### src/rtl/mw_timer_pkg.sv
// mw_timer_pkg: shared types and constants for the microwave cook timer.
// FSM state encoding, BCD digit type and per-digit wrap limits.
package mw_timer_pkg;

    typedef logic [3:0] bcd_t;

    typedef enum logic [1:0] {
        ST_IDLE  = 2'd0,
        ST_COOK  = 2'd1,
        ST_PAUSE = 2'd2,
        ST_DONE  = 2'd3
    } state_t;

    localparam bcd_t ONES_MAX = 4'd9;
    localparam bcd_t TENS_MAX = 4'd5;

endpackage

### src/rtl/bcd_down_digit.sv
// bcd_down_digit: one BCD down-counting digit with sync clear, parallel load
// and a combinational borrow that feeds the next more-significant digit.
// Priority: clr over ld over dec.
import mw_timer_pkg::*;

module bcd_down_digit #(
    parameter bcd_t MAX = ONES_MAX
) (
    input  logic clk,
    input  logic clearn,
    input  logic clr,
    input  logic ld,
    input  bcd_t d,
    input  logic dec,
    output bcd_t q,
    output logic borrow
);

    bcd_t r_q;

    // Digit register: decrement wraps 0 -> MAX, the wrap is signalled as borrow.
    always_ff @(posedge clk or negedge clearn) begin
        if (!clearn) begin
            r_q <= '0;
        end else if (clr) begin
            r_q <= '0;
        end else if (ld) begin
            r_q <= d;
        end else if (dec) begin
            r_q <= (r_q == 4'd0) ? MAX : r_q - 4'd1;
        end
    end

    assign q      = r_q;
    assign borrow = dec & (r_q == 4'd0);

endmodule

### src/rtl/mw_timer_ctrl.sv
// mw_timer_ctrl: microwave cook-timer controller. Keypad entry into mm:ss,
// one-second prescaled down-count while cooking, magnetron enable, pause/done.
// Build option: define MW_DOOR_INTERLOCK_EN to let door_closed gate start and
// force COOK->PAUSE / DONE->IDLE on door open; otherwise the door is ignored.
//
// state | meaning
// IDLE  | digits editable by keypad, waiting for start
// COOK  | magnetron on, counting down once per tick
// PAUSE | magnetron off, digits and prescaler held
// DONE  | time expired at 00:00, done asserted
import mw_timer_pkg::*;

module mw_timer_ctrl #(
    parameter int TICK_DIV = 100
) (
    input  logic       clk,
    input  logic       clearn,
    input  logic [3:0] keypad,
    input  logic       key_valid,
    input  logic       startn,
    input  logic       stopn,
    input  logic       door_closed,
    output logic [3:0] min_tens,
    output logic [3:0] min_ones,
    output logic [3:0] sec_tens,
    output logic [3:0] sec_ones,
    output logic       mag_on,
    output logic       done,
    output logic [1:0] state
);

    localparam int PW = (TICK_DIV > 2) ? $clog2(TICK_DIV) : 1;
    localparam logic [PW-1:0] PRESC_LAST = PW'(TICK_DIV - 1);

    state_t        r_state;
    logic [PW-1:0] r_presc;
    logic          r_mag_on;
    logic          r_done;

    logic w_stop, w_start, w_door;
    logic w_zero, w_last, w_key_ok;
    logic w_tick, w_clr, w_ld;
    logic w_b0, w_b1, w_b2, w_b3;

    assign w_stop  = ~stopn;
    assign w_start = ~startn;
`ifdef MW_DOOR_INTERLOCK_EN
    assign w_door  = door_closed;
`else
    assign w_door  = 1'b1;
`endif

    assign w_zero   = (min_tens == 4'd0) && (min_ones == 4'd0) &&
                      (sec_tens == 4'd0) && (sec_ones == 4'd0);
    // Only 00:01 can decrement to 00:00.
    assign w_last   = (min_tens == 4'd0) && (min_ones == 4'd0) &&
                      (sec_tens == 4'd0) && (sec_ones == 4'd1);
    // Shifting a sec_ones above 5 into sec_tens would make an invalid time.
    assign w_key_ok = key_valid && (keypad <= ONES_MAX) && (sec_ones <= TENS_MAX);

    assign w_tick = (r_state == ST_COOK) && !w_stop && w_door && (r_presc == PRESC_LAST);
    assign w_clr  = w_stop && ((r_state == ST_IDLE) || (r_state == ST_PAUSE));
    assign w_ld   = (r_state == ST_IDLE) && !w_stop && !w_start && w_key_ok;

    bcd_down_digit #(.MAX(ONES_MAX)) u_sec_ones (
        .clk(clk), .clearn(clearn), .clr(w_clr), .ld(w_ld), .d(keypad),
        .dec(w_tick), .q(sec_ones), .borrow(w_b0)
    );

    bcd_down_digit #(.MAX(TENS_MAX)) u_sec_tens (
        .clk(clk), .clearn(clearn), .clr(w_clr), .ld(w_ld), .d(sec_ones),
        .dec(w_b0), .q(sec_tens), .borrow(w_b1)
    );

    bcd_down_digit #(.MAX(ONES_MAX)) u_min_ones (
        .clk(clk), .clearn(clearn), .clr(w_clr), .ld(w_ld), .d(sec_tens),
        .dec(w_b1), .q(min_ones), .borrow(w_b2)
    );

    bcd_down_digit #(.MAX(ONES_MAX)) u_min_tens (
        .clk(clk), .clearn(clearn), .clr(w_clr), .ld(w_ld), .d(min_ones),
        .dec(w_b2), .q(min_tens), .borrow(w_b3)
    );

    // Control FSM with prescaler and registered magnetron/done outputs.
    always_ff @(posedge clk or negedge clearn) begin
        if (!clearn) begin
            r_state  <= ST_IDLE;
            r_presc  <= '0;
            r_mag_on <= 1'b0;
            r_done   <= 1'b0;
        end else begin
            case (r_state)
                ST_IDLE: begin
                    if (!w_stop && w_start && w_door && !w_zero) begin
                        r_state  <= ST_COOK;
                        r_presc  <= '0;
                        r_mag_on <= 1'b1;
                    end
                end
                ST_COOK: begin
                    if (w_stop || !w_door) begin
                        r_state  <= ST_PAUSE;
                        r_mag_on <= 1'b0;
                    end else if (r_presc == PRESC_LAST) begin
                        r_presc <= '0;
                        if (w_last) begin
                            r_state  <= ST_DONE;
                            r_mag_on <= 1'b0;
                            r_done   <= 1'b1;
                        end
                    end else begin
                        r_presc <= r_presc + 1'b1;
                    end
                end
                ST_PAUSE: begin
                    if (w_stop) begin
                        r_state <= ST_IDLE;
                    end else if (w_start && w_door) begin
                        r_state  <= ST_COOK;
                        r_mag_on <= 1'b1;
                    end
                end
                ST_DONE: begin
                    if (w_stop || !w_door) begin
                        r_state <= ST_IDLE;
                        r_done  <= 1'b0;
                    end
                end
                default: begin
                    r_state <= ST_IDLE;
                end
            endcase
        end
    end

    assign mag_on = r_mag_on;
    assign done   = r_done;
    assign state  = r_state;

endmodule

### config.mk
export PLATFORM = sky130hd
export DESIGN_NAME = mw_timer_ctrl
export DESIGN_NICKNAME = d
export VERILOG_FILES = /design/src/rtl/mw_timer_pkg.sv /design/src/rtl/bcd_down_digit.sv /design/src/rtl/mw_timer_ctrl.sv
export SDC_FILE = /design/constraint.sdc
export NUM_CORES = 1
export LEC_CHECK = 0
export ABC_AREA = 1
export BUFFER_PORTS_ARGS = -buffer_cell sky130_fd_sc_hd__buf_2
export CORE_MARGIN = 3
export CORE_UTILIZATION = 56
export DETAILED_ROUTE_END_ITERATION = 16
export PLACE_DENSITY = 0.87
export SETUP_SLACK_MARGIN = 0.2
export SYNTH_ARGS = -nofsm -noshare
export SYNTH_HDL_FRONTEND = slang
export SYNTH_HIERARCHICAL = 1
export SYNTH_SLANG_ARGS = --single-unit
### constraint.sdc
create_clock -name clk -period 3.7 [get_ports clk]
set_input_delay 0.37 -clock clk [delete_from_list [all_inputs] [get_ports clk]]
set_output_delay 0.37 -clock clk [all_outputs]
set_load 0.01 [all_outputs]
After elaboration in Yosys (flattened, before gate mapping)
Cells that the tools add are included.

cells by class
  $add $sub $neg = 5
  magnitude comparators = 2
  equal/unequal tests = 15
  muxes and demuxes = 40
  bitwise operators = 5
  reductions and logical operators = 32

operator list
  cell                                                                              number
  4-bit 2-to-1 mux                                                                  16
  7-bit 2-to-1 mux                                                                  3
  4-bit zero test                                                                   4
  4-bit by 1-bit subtractor with 4-bit output, second input constant                4
  3-bit nonzero test                                                                5
  1-bit logical AND                                                                 14
  2-bit 2-to-1 mux                                                                  7
  7-bit case mux with 2 select lines                                                1
  1-bit 2-to-1 mux                                                                  10
  2-bit != test, second input constant                                              5
  5-bit AND reduction                                                               2
  2-bit case mux with 4 select lines                                                1
  7-bit by 1-bit adder with 7-bit output, second input constant                     1
  7-bit == test, second input constant                                              1
  3-bit != test, second input constant                                              2
  6-bit AND reduction                                                               1
  2-bit == test, second input constant                                              2
  4-bit by 1-bit == test with 1-bit output, second input constant                   1
  4-bit by 3-bit less-or-equal comparator with 1-bit output, second input constant  1
  4-bit less-or-equal comparator, second input constant                             1
  2-bit by 1-bit != test with 1-bit output, second input constant                   2
  2-bit nonzero test                                                                2
  1-bit bitwise AND                                                                 3
  3-bit by 2-bit != test with 1-bit output, second input constant                   1
  other kinds (8)                                                                   9

word-level totals
  flip-flop bits (word level) = 27
  bits of input ports = 10
  output and inout bits = 20
  word-level logic and storage cells = 107

Logic depth before layout (Yosys ltp)
Gate-level depths: netlist of the first run.

  word-level depth = 9
  gate-level depth with buffers = 16
  mapped depth without buffers = 16

Modules after synthesis
Netlist of the first run, hierarchy kept.

by module, submodules not included
  module                           times used  cells each  area an instance (µm²)  seq. area each (µm²)
  mw_timer_ctrl                    1           119         824.5                   275.3
  bcd_down_digit (u_min_ones ...)  3           45          269.0                   100.1
  bcd_down_digit (u_sec_tens)      1           47          274.0                   100.1

Least setup slack after synthesis of the first run
OpenSTA, ideal clock, no wires.

  path kind = reg-to-reg
  start = register r_state[0], in the netlist state[0]
  end = register u_min_tens.r_q[3], in the netlist u_min_tens/q[3]
  setup time = 0.080 ns
  data arrival time = 2.703 ns
  required time = 3.620 ns
  path slack = 0.917 ns
  stages on the path, launching flop included = 8
  path buffers = 0
  period minus slack after synthesis = 2.783 ns
  cell sequence = dfrtp_1 nor2_1 o21ai_0 nor3_1 o21ai_1 inv_1 o21ai_0 o21ai_1

between the ends
  elaborated cells on any way between the ends = 16
  those cells by class = eq/ne (2); mux (2); bitwise (3); reduce/logical (9)

RTL lines
  what                                 RTL line              RTL
  start: declaration                   mw_timer_ctrl.sv:35   state_t r_state;
  start signal: assignment             mw_timer_ctrl.sv:88   r_state <= ST_IDLE;
  start signal: assignment             mw_timer_ctrl.sv:96   r_state <= ST_COOK;
  start signal: assignment             mw_timer_ctrl.sv:103  r_state <= ST_PAUSE;
  2-bit zero test (*)                  mw_timer_ctrl.sv:63   assign w_ld = (r_state == ST_IDLE) && !w_stop && !w_start && w_key_ok;
  1-bit logical AND (*) (3 in series)  mw_timer_ctrl.sv:63
  via w_ld                             mw_timer_ctrl.sv:42   logic w_tick, w_clr, w_ld;
  4-bit 2-to-1 mux                     bcd_down_digit.sv:27  end else if (ld) begin
  4-bit 2-to-1 mux                     bcd_down_digit.sv:25  end else if (clr) begin
  end signal: assignment               bcd_down_digit.sv:30  r_q <= (r_q == 4'd0) ? MAX : r_q - 4'd1;
  end: declaration                     bcd_down_digit.sv:19  bcd_t r_q;

Mark *: on every way through the listed nets, which the timed path passes. The rest lies on a longest branch.
A chain may end at the register's enable or synchronous reset.

Final worst setup path of the first run
  start = register r_presc[0]
  end = register u_min_tens.r_q[3], in the netlist u_min_tens/q[3]

between the ends
  longest elaborated chain between the ends = 6

RTL lines
  what                                 RTL line              RTL
  start: declaration                   mw_timer_ctrl.sv:36   logic [PW-1:0] r_presc;
  start signal: assignment             mw_timer_ctrl.sv:113  r_presc <= r_presc + 1'b1;
  7-bit == test                        mw_timer_ctrl.sv:61   assign w_tick = (r_state == ST_COOK) && !w_stop && w_door && (r_presc == PRESC_LAST);
  1-bit logical AND                    mw_timer_ctrl.sv:61
  via w_tick                           mw_timer_ctrl.sv:42
  1-bit bitwise AND                    bcd_down_digit.sv:35  assign borrow = dec & (r_q == 4'd0);
  via w_b0                             mw_timer_ctrl.sv:43   logic w_b0, w_b1, w_b2, w_b3;
  1-bit bitwise AND                    bcd_down_digit.sv:35
  via w_b1                             mw_timer_ctrl.sv:43
  1-bit bitwise AND                    bcd_down_digit.sv:35
  via w_b2                             mw_timer_ctrl.sv:43
  3-bit nonzero test (no source line)  --

The timed path passes the listed nets, and every way through them passes these cells.

==> impl_metrics.json, run 1 <==
{
  "h-tree-depth": 1,
  "swShare_pct": 47.8,
  "fmax_ghz": 0.420,
  "r2r-end": "u_min_tens/q[3]",
  "fin_skew_ns": 0.0135,
  "grt-ovfl-total": 0,
  "synth_area_per_cell_um2": 6.34,
  "cp_common_cell": "inv_1",
  "grtUsageTotal_pct": 22.2,
  "die_y_um": 64.3,
  "worst-endpoint-required_ns": 3.97,
  "r2r_slack_ns": 1.32,
  "reg2reg_depth": 15,
  "post-route-util_pct": 67.8,
  "holdWs_ns": 0.00859,
  "crit_chain": "ha_1 > nand2_1 > nor2_4 > inv_1 > nor2_1 > inv_1 > nor2_1 > inv_1 > nor2_1 > inv_1 > nor2_1 > o21ai_1 > inv_1 > o21ai_0 > o21ai_1",
  "ios": 30,
  "port_buffers": 28,
  "placed_cells": 373,
  "die-area_um2": 4130,
  "cp.buffers_inverters": 5,
  "finalNonFillerCells": 377,
  "dpl_worst_slack_ns": 1.41,
  "startpoint": "r_presc[0]",
  "worstSetupPathType": "flip-flop to flip-flop",
  "drt-total-wl_um": 4120,
  "drv_cap": 0,
  "cp-end-kind": "flip-flop",
  "final_common_cell": "nand2_1",
  "synthesis.nets": 311,
  "grt_max_degree": 28,
  "detail_route.wl_per_cell_um": 10.9,
  "yosys_warnings": 6,
  "netlist_area_um2": 1900,
  "rsz0062_at_grt": "false",
  "synth_cells": 300,
  "ir_drop_v": 0.000276,
  "drtIter0Drc": 102,
  "die_x_um": 64.3,
  "antenna_found_initial": 0,
  "start_util_pct": 60.3,
  "row_count": 20,
  "cts_tree": "yes",
  "grt_pass1_vias": 1780,
  "dr.pass1.iters": 4,
  "hpwl_um": 3150,
  "drive_gt1_share_pct": 15.6,
  "nets": 345,
  "vias": 1917,
  "clock_sinks": 27,
  "setup_tns_ns": 0,
  "critical_path.endpoint": "u_min_tens/q[3]",
  "power.sequential.fraction_pct": 37.2,
  "grt_pass1_wl_um": 7510,
  "holdCritPathClass": "primary input to async pin",
  "fin_crit_ns": 2.38,
  "nFillCells": 309,
  "critical-path-top-delay-family": "simple AND/OR/NAND/NOR gates",
  "ctsHoldBuffers": 0,
  "numCtsBuffers": 3,
  "tightest_slew_ns": 0.597,
  "final_antenna_net_count": 0,
  "cts_resized": 0,
  "power_frac_clock_pct": 11.5,
  "final.setup.worst_slack_ns": 1.32,
  "worstPathMaxFanout": 4,
  "routed_via_density": 5.08,
  "final_cell_mix": "110 x nand2_1, 40 x nor2_1, 37 x inv_1",
  "slew_headroom_pct": 60.2,
  "cts_setup_buffers": 0,
  "r2r_start": "r_presc[0]",
  "period_share_pct": 64.4,
  "cts_buffer_depth": 2,
  "p_int_uw": 602,
  "combPwrFrac_pct": 51.3,
  "finalHoldViolCount": 0,
  "crit_path_top_delay_cell": "dfrtp_1",
  "slew_violations": 0,
  "power.density_nw_per_um2": 540,
  "crit_cells": 15,
  "p_switching_uw": 551,
  "drc": 0,
  "coreArea_um2": 3150,
  "worstSkewPairLatency_ns": 0.34,
  "diodes": 0,
  "crit_arrival_ns": 2.65,
  "syn2layout_area_growth_pct": 12.4,
  "gp_congestion": 0.830,
  "setup_viol": 0,
  "status": "completed",
  "clock-root-buffer": "clkbuf_4",
  "path_clk_slew_ns": 0.16,
  "p_leak_uw": 0.00119,
  "worstSetupStartpointType": "flip-flop",
  "cp_slowest_stage_delay_ns": 0.43
}
sequential cells by signal, indices dropped and copies added, names as in the netlist:
| signal | flops |
|---|---|
| state | 2 |
| done | 1 |
| u_sec_tens/q | 4 |
| mag_on | 1 |
| u_sec_ones/q | 4 |
| u_min_tens/q | 4 |
| r_presc | 7 |
| u_min_ones/q | 4 |
worst reg2reg max path, stage by stage (launching register included):
cell,delay (ns)
dfrtp_1,0.43
ha_1,0.21
nand2_1,0.11
nor2_4,0.15
inv_1,0.10
nor2_1,0.16
inv_1,0.09
nor2_1,0.21
inv_1,0.06
nor2_1,0.14
inv_1,0.07
nor2_1,0.14
o21ai_1,0.10
inv_1,0.10
o21ai_0,0.09
o21ai_1,0.14
worst min-delay path by stage:
| stage | startpoint | end | slack, ns | cells past startpoint |
|---|---|---|---|---|
| final | clearn | r_presc[1] | 0.009 | 1 |
| after global routing | clearn | u_min_tens/q[0] | 0.04 | 1 |
| after CTS | clearn | u_min_tens/q[1] | 0.04 | 1 |
| after detailed placement | clearn | u_min_tens/q[3] | 0.42 | 1 |
| after global placement | clearn | u_min_tens/q[2] | 0.41 | 1 |
| after floorplan | clearn | done | 0.07 | 0 |
per-layer routing:
layer  wire length [um]  track usage [%]
met1               1890             29.4
met4                 57             6.60
met3                121             2.46
met5                  0                0
met2               2050             37.9
cell type report:
| type | count | area (um2) | area share, % |
|---|---|---|---|
| clock inverter | 1 | 5.00 | 0.234 |
| inverter | 44 | 165 | 7.73 |
| timing repair buffer | 29 | 148 | 6.91 |
| clock buffer | 3 | 22.5 | 1.05 |
| tap | 44 | 55.1 | 2.58 |
| sequential | 27 | 676 | 31.6 |
| multi-input combinational | 229 | 1070 | 49.9 |
power groups by stage:
stage | clock network, uW | registers, uW | logic [uW]
2_1_floorplan | 0 | 440 | 426
5_1_grt | 150 | 443 | 682
4_1_cts | 135 | 428 | 592
3_3_place_gp | 0 | 433 | 574
6_report | 133 | 428 | 592
3_5_place_dp | 0 | 434 | 590
metrics by stage:
step           power (uW)  cell area, um2
3_3_place_gp         1010            2110
4_1_cts              1160            2140
6_report             1150            2140
5_1_grt              1280            2140
2_1_floorplan         867            1900
3_5_place_dp         1020            2110
Note: power is estimated with default switching activity, not from simulation.
==> inputs of run 2 (changes only) <==
==> constraint.sdc (replaced) <==
create_clock -name clk -period 2.4 [get_ports clk]
set_input_delay 0.24 -clock clk [delete_from_list [all_inputs] [get_ports clk]]
set_output_delay 0.24 -clock clk [all_outputs]
set_load 0.01 [all_outputs]
==> run 2 against run 1 <==
Clock-buffer cell count is 1 higher. First-iteration DRC count is 51% higher. Core utilization is 2.8 points higher. Largest power group unchanged.
==> impl_metrics.json, run 2 (synthesis gave the netlist of run 1 again) <==
{
  "top_layer": "met4",
  "nets": 353,
  "worstSetupStartpointType": "flip-flop",
  "routed_via_density": 5.13,
  "finalNonFillerCells": 385,
  "holdWs_ns": 0.201,
  "status": "completed",
  "power.density_nw_per_um2": 838,
  "start_util_pct": 60.3,
  "fin_skew_ns": 0.00868,
  "die-area_um2": 4130,
  "drt-total-wl_um": 4280,
  "grt_pass1_vias": 1692,
  "coreArea_um2": 3150,
  "swShare_pct": 48.0,
  "rsz0062_at_grt": "true",
  "ir_drop_v": 0.000530,
  "place_area_um2": 2120,
  "h-tree-depth": 1,
  "power.sequential.fraction_pct": 35.2,
  "setup_tns_ns": 0,
  "fin_crit_ns": 2.04,
  "drive_gt1_share_pct": 19.4,
  "dr_wl_met3_um": 192,
  "power_frac_clock_pct": 11.0,
  "slew_violations": 0,
  "detail_route.wl_per_cell_um": 11.1,
  "grt_max_degree": 28,
  "placed_cells": 373,
  "cts_buffer_depth": 2,
  "gp_congestion": 0.812,
  "crit_arrival_ns": 2.31,
  "grt-ovfl-total": 0,
  "final_antenna_net_count": 0,
  "port_buffers": 28,
  "final_cell_mix": "110 x nand2_1, 36 x nor2_1, 34 x inv_1",
  "die_x_um": 64.3,
  "m1WireLength_um": 2100,
  "largest_reg_flops": 7,
  "worstSkewPairLatency_ns": 0.33,
  "die_y_um": 64.3,
  "dr.pass1.iters": 4,
  "worst-endpoint-required_ns": 2.67,
  "worstPathMaxFanout": 3,
  "combPwrFrac_pct": 53.8,
  "drtIter0Drc": 154,
  "fmax_ghz": 0.490,
  "row_count": 20,
  "final_common_cell": "nand2_1",
  "clock-root-buffer": "clkbuf_4",
  "ios": 30,
  "drc": 0,
  "p_switching_uw": 895,
  "cts_tree": "yes",
  "grt_pass1_wl_um": 7310,
  "diodes": 0,
  "met2RoutedLength_um": 1950,
  "syn2layout_area_growth_pct": 17.0,
  "setup_viol": 0,
  "p_leak_uw": 0.00123,
  "antenna_found_initial": 0,
  "hpwl_um": 3070,
  "p_int_uw": 970,
  "grtUsageTotal_pct": 21.8,
  "worstSetupPathType": "flip-flop to flip-flop",
  "drv_cap": 0,
  "cp-end-kind": "flip-flop",
  "clock_sinks": 27,
  "final_cell_area_um2": 2230,
  "finalHoldViolCount": 0,
  "holdCritPathClass": "primary input to flip-flop",
  "numCtsBuffers": 3,
  "period_share_pct": 85.1,
  "tightest_slew_ns": 0.609,
  "path_clk_slew_ns": 0.14,
  "top_register": "r_presc",
  "slew_headroom_pct": 59.4,
  "vias": 1976
}
-- run 2: worst max-delay path: stages, from the launching register on --
cell and delay [ns]:
dfrtp_1 0.38, ha_1 0.20, nand2_1 0.11, nor2_4 0.14
inv_2 0.07, nor2_4 0.12, inv_2 0.06, nor2_4 0.12
inv_1 0.06, nor2_2 0.10, inv_1 0.07, nor2_2 0.12
o21ai_1 0.09, inv_1 0.11, o21ai_0 0.09, o21ai_1 0.14
-- run 2: cell type report --
class                           count  area [um2]
Clock buffer                        4        26.3
Fill cell                         287         927
Inverter                           44         165
Multi-Input combinational cell    229        1090
Sequential cell                    27         677
Tap cell                           44        55.1
Timing Repair Buffer               37         210
-- run 2: power by group through the flow --
stage               clock (uW)  sequential, uW  combinational (uW)
finish                     206             656                1000
global route               230             676                1130
CTS                        209             653                 959
detailed placement           0             672                 914
global placement             0             669                 890
floorplan                    0             679                 664
-- run 2: final timing paths --
check | start | end | slack [ns] | cells after the start
setup / recovery | r_presc[1] | u_min_tens/q[3] | 0.36 | 15
max in group asynchronous | clearn | state[0] | 1.54 | 2
hold reg to reg | done | done | 0.52 | 2
hold / removal | keypad[2] | u_sec_ones/q[2] | 0.20 | 5
min in group asynchronous | clearn | u_min_ones/q[2] | 0.42 | 2
setup reg to reg | r_presc[1] | u_min_tens/q[3] | 0.36 | 15
-- run 2: per-stage QoR --
stage | setup WS [ns] | util [%] | total power, uW
3_5_place_dp | 0.137 | 67.1 | 1590
6_report | 0.358 | 70.6 | 1860
5_1_grt | 0.145 | 70.6 | 2040
4_1_cts | 0.200 | 69.3 | 1820
3_3_place_gp | 0.201 | 67.1 | 1560
2_1_floorplan | 0.369 | - | 1340
-- run 2: per-layer routing --
metal  vias up  GRT usage [%]
met3         4           2.11
met5         -              0
met4         0           6.86
met2        49           34.5
met1       893           31.2
li1       1030              -
-- run 2: what timing repair did --
item | 4_1_cts | 5_1_grt
hold endpoints to repair | 27 | 0
pin swaps | 1 | 4
endpoints found under the setup margin | 3 | 4
resized for setup | 1 | 9
hold buffers | 1 | 0
buffers inserted | 4 | 3
==> inputs of run 3 (changes only) <==
--- a/config.mk
+++ b/config.mk
@@ -7,10 +7,12 @@
 export LEC_CHECK = 0
 export ABC_AREA = 1
 export BUFFER_PORTS_ARGS = -buffer_cell sky130_fd_sc_hd__buf_2
+export CORE_ASPECT_RATIO = 0.7
 export CORE_MARGIN = 3
-export CORE_UTILIZATION = 56
+export CORE_UTILIZATION = 59
+export CTS_BUF_LIST = sky130_fd_sc_hd__clkbuf_8
 export DETAILED_ROUTE_END_ITERATION = 16
-export PLACE_DENSITY = 0.87
+export PLACE_DENSITY = 0.91
 export SETUP_SLACK_MARGIN = 0.2
 export SYNTH_ARGS = -nofsm -noshare
 export SYNTH_HDL_FRONTEND = slang
==> constraint.sdc (replaced) <==
create_clock -name clk -period 2.3 [get_ports clk]
set_input_delay 0.23 -clock clk [delete_from_list [all_inputs] [get_ports clk]]
set_output_delay 0.23 -clock clk [all_outputs]
set_load 0.01 [all_outputs]
==> run 3 against run 2 <==
Final cell count shrank 0.78%. Clock skew grew 0.0031 ns. Wire length grew 12%. Total power grew 10%. Critical endpoint unchanged. Highest routed layer unchanged.
==> impl_metrics.json, run 3 (synthesis gave the netlist of run 1 again) <==
{
  "setup_viol": 0,
  "cts_tree": "yes",
  "worstSetupStartpointType": "flip-flop",
  "h-tree-depth": 1,
  "ir_drop_v": 0.000678,
  "min_from": "keypad[2]",
  "port_buffers": 28,
  "reg2reg_depth": 15,
  "grt-ovfl-total": 0,
  "drtIter0Drc": 227,
  "drt-total-wl_um": 4800,
  "coreArea_um2": 2940,
  "final_antenna_net_count": 0,
  "die_x_um": 73.9,
  "row_count": 16,
  "vias": 2078,
  "numCtsBuffers": 3,
  "grtUsageTotal_pct": 25.4,
  "r2r_slack_ns": 0.34,
  "worstHoldPathCells": 5,
  "final_common_cell": "nand2_1",
  "diodes": 0,
  "slew_violations": 0,
  "worstSkewPairLatency_ns": 0.28,
  "worstPathMaxFanout": 3,
  "final_cell_mix": "110 x nand2_1, 36 x nor2_1, 35 x inv_1",
  "holdPathEnd": "u_sec_ones/q[2]",
  "grt_pass1_vias": 1817,
  "drc": 0,
  "cts_buffer_depth": 2,
  "cp-end-kind": "flip-flop",
  "holdCritPathClass": "primary input to flip-flop",
  "status": "completed",
  "clock-root-buffer": "clkbuf_8",
  "power_uw": 2050,
  "gp_congestion": 0.888,
  "fin_crit_ns": 1.96,
  "p_leak_uw": 0.00127,
  "slew_headroom_pct": 57.9,
  "grt_pass1_wl_um": 7790,
  "dr.pass1.iters": 6,
  "finalHoldViolCount": 0,
  "detail_route.wl_per_cell_um": 12.6,
  "nets": 358,
  "r2r-end": "u_min_tens/q[3]",
  "syn2layout_area_growth_pct": 19.4,
  "final.setup.worst_slack_ns": 0.338,
  "drv_cap": 0,
  "start_util_pct": 64.6,
  "top_register": "r_presc",
  "rsz0062_at_grt": "false",
  "crit_arrival_ns": 2.18,
  "hpwl_um": 3440,
  "tightest_slew_ns": 0.632,
  "largest_reg_flops": 7,
  "routed_via_density": 5.44,
  "worst-endpoint-required_ns": 2.52,
  "grt_max_degree": 28,
  "clock_sinks": 27,
  "dpl_worst_slack_ns": 0.122,
  "path_clk_slew_ns": 0.10,
  "die_y_um": 53.5,
  "die-area_um2": 3950,
  "period_share_pct": 85.3,
  "nFillCells": 215,
  "setup_tns_ns": 0,
  "antenna_found_initial": 0,
  "fin_skew_ns": 0.0118,
  "power.density_nw_per_um2": 904,
  "worstSetupPathType": "flip-flop to flip-flop",
  "fmax_ghz": 0.510,
  "r2r_start": "r_presc[0]",
  "drive_gt1_share_pct": 21.1,
  "ios": 30
}
[run 3: cell count changes in the layout (fill, tap and decap cells not counted), moves of 2 or more]
cell	delta
clkbuf_8	+3
nor2_2	+2
buf_4	+5
nor2_4	-2
clkbuf_4	-3
[run 3: layout make-up]
class,count,area (um2),share of cell area [%]
clock buffers,3,41.3,1.82
clock inverters,1,5.00,0.220
inverters,44,165,7.27
multi-input cells,229,1090,48.0
flip-flops and latches,27,677,29.8
well taps,36,45.0,1.98
repair buffers,42,248,10.9
[run 3: layer usage]
layer  up-vias  share of wire (%)  GRT usage (%)
met1       942                 48           36.0
met2        94                 43           40.1
met4         0               0.65           5.42
met3         6                8.0           5.12
li1       1036                  -              -
met5         -                  0              0
[run 3: stage by stage]
| stage | cells | util [%] | hold slack, ns | cell area [um2] |
|---|---|---|---|---|
| global placement | 369 | 72.6 | 0.281 | 2140 |
| finish | 382 | 77.2 | 0.253 | 2270 |
| detailed placement | 369 | 72.6 | 0.288 | 2140 |
| CTS | 378 | 75.6 | 0.254 | 2220 |
| global route | 382 | 77.2 | 0.289 | 2270 |
| floorplan | 300 | - | -0.0656 | 1910 |
[run 3: power by group]
group | internal [uW] | switching, uW
logic | 404 | 684
registers | 565 | 123
clock network | 122 | 156
total | 1090 | 962
[run 3: worst max-delay path by stage]
stage                          start               to  slack [ns]  cells past startpoint
after global placement    r_presc[0]  u_min_tens/q[3]        0.22                     16
final                     r_presc[0]  u_min_tens/q[3]        0.34                     15
after detailed placement  r_presc[0]  u_min_tens/q[3]        0.12                     16
after floorplan             state[1]  u_min_tens/q[3]        0.27                     15
after global routing        state[1]  u_min_tens/q[3]        0.17                     15
after CTS                   state[1]  u_min_tens/q[3]        0.20                     15
[run 3: worst max-delay path, stage by stage (launching register included)]
cell and delay, ns:
dfrtp_1 0.37, ha_2 0.20, nand2_1 0.09, nor2_4 0.11, inv_2 0.06, nor2_2 0.12, inv_1 0.07, nor2_2 0.11
inv_1 0.07, nor2_2 0.11, inv_1 0.07, nor2_2 0.10, o21ai_1 0.09, inv_1 0.11, o21ai_0 0.09, o21ai_1 0.12
[run 3: timing repair]
action,CTS,global route
resized for setup,1,8
setup buffers,4,4
endpoints found under the setup margin,4,6
endpoints found under the hold margin,27,0
pin swaps,2,6
hold buffers,1,0
gates cloned,0,0
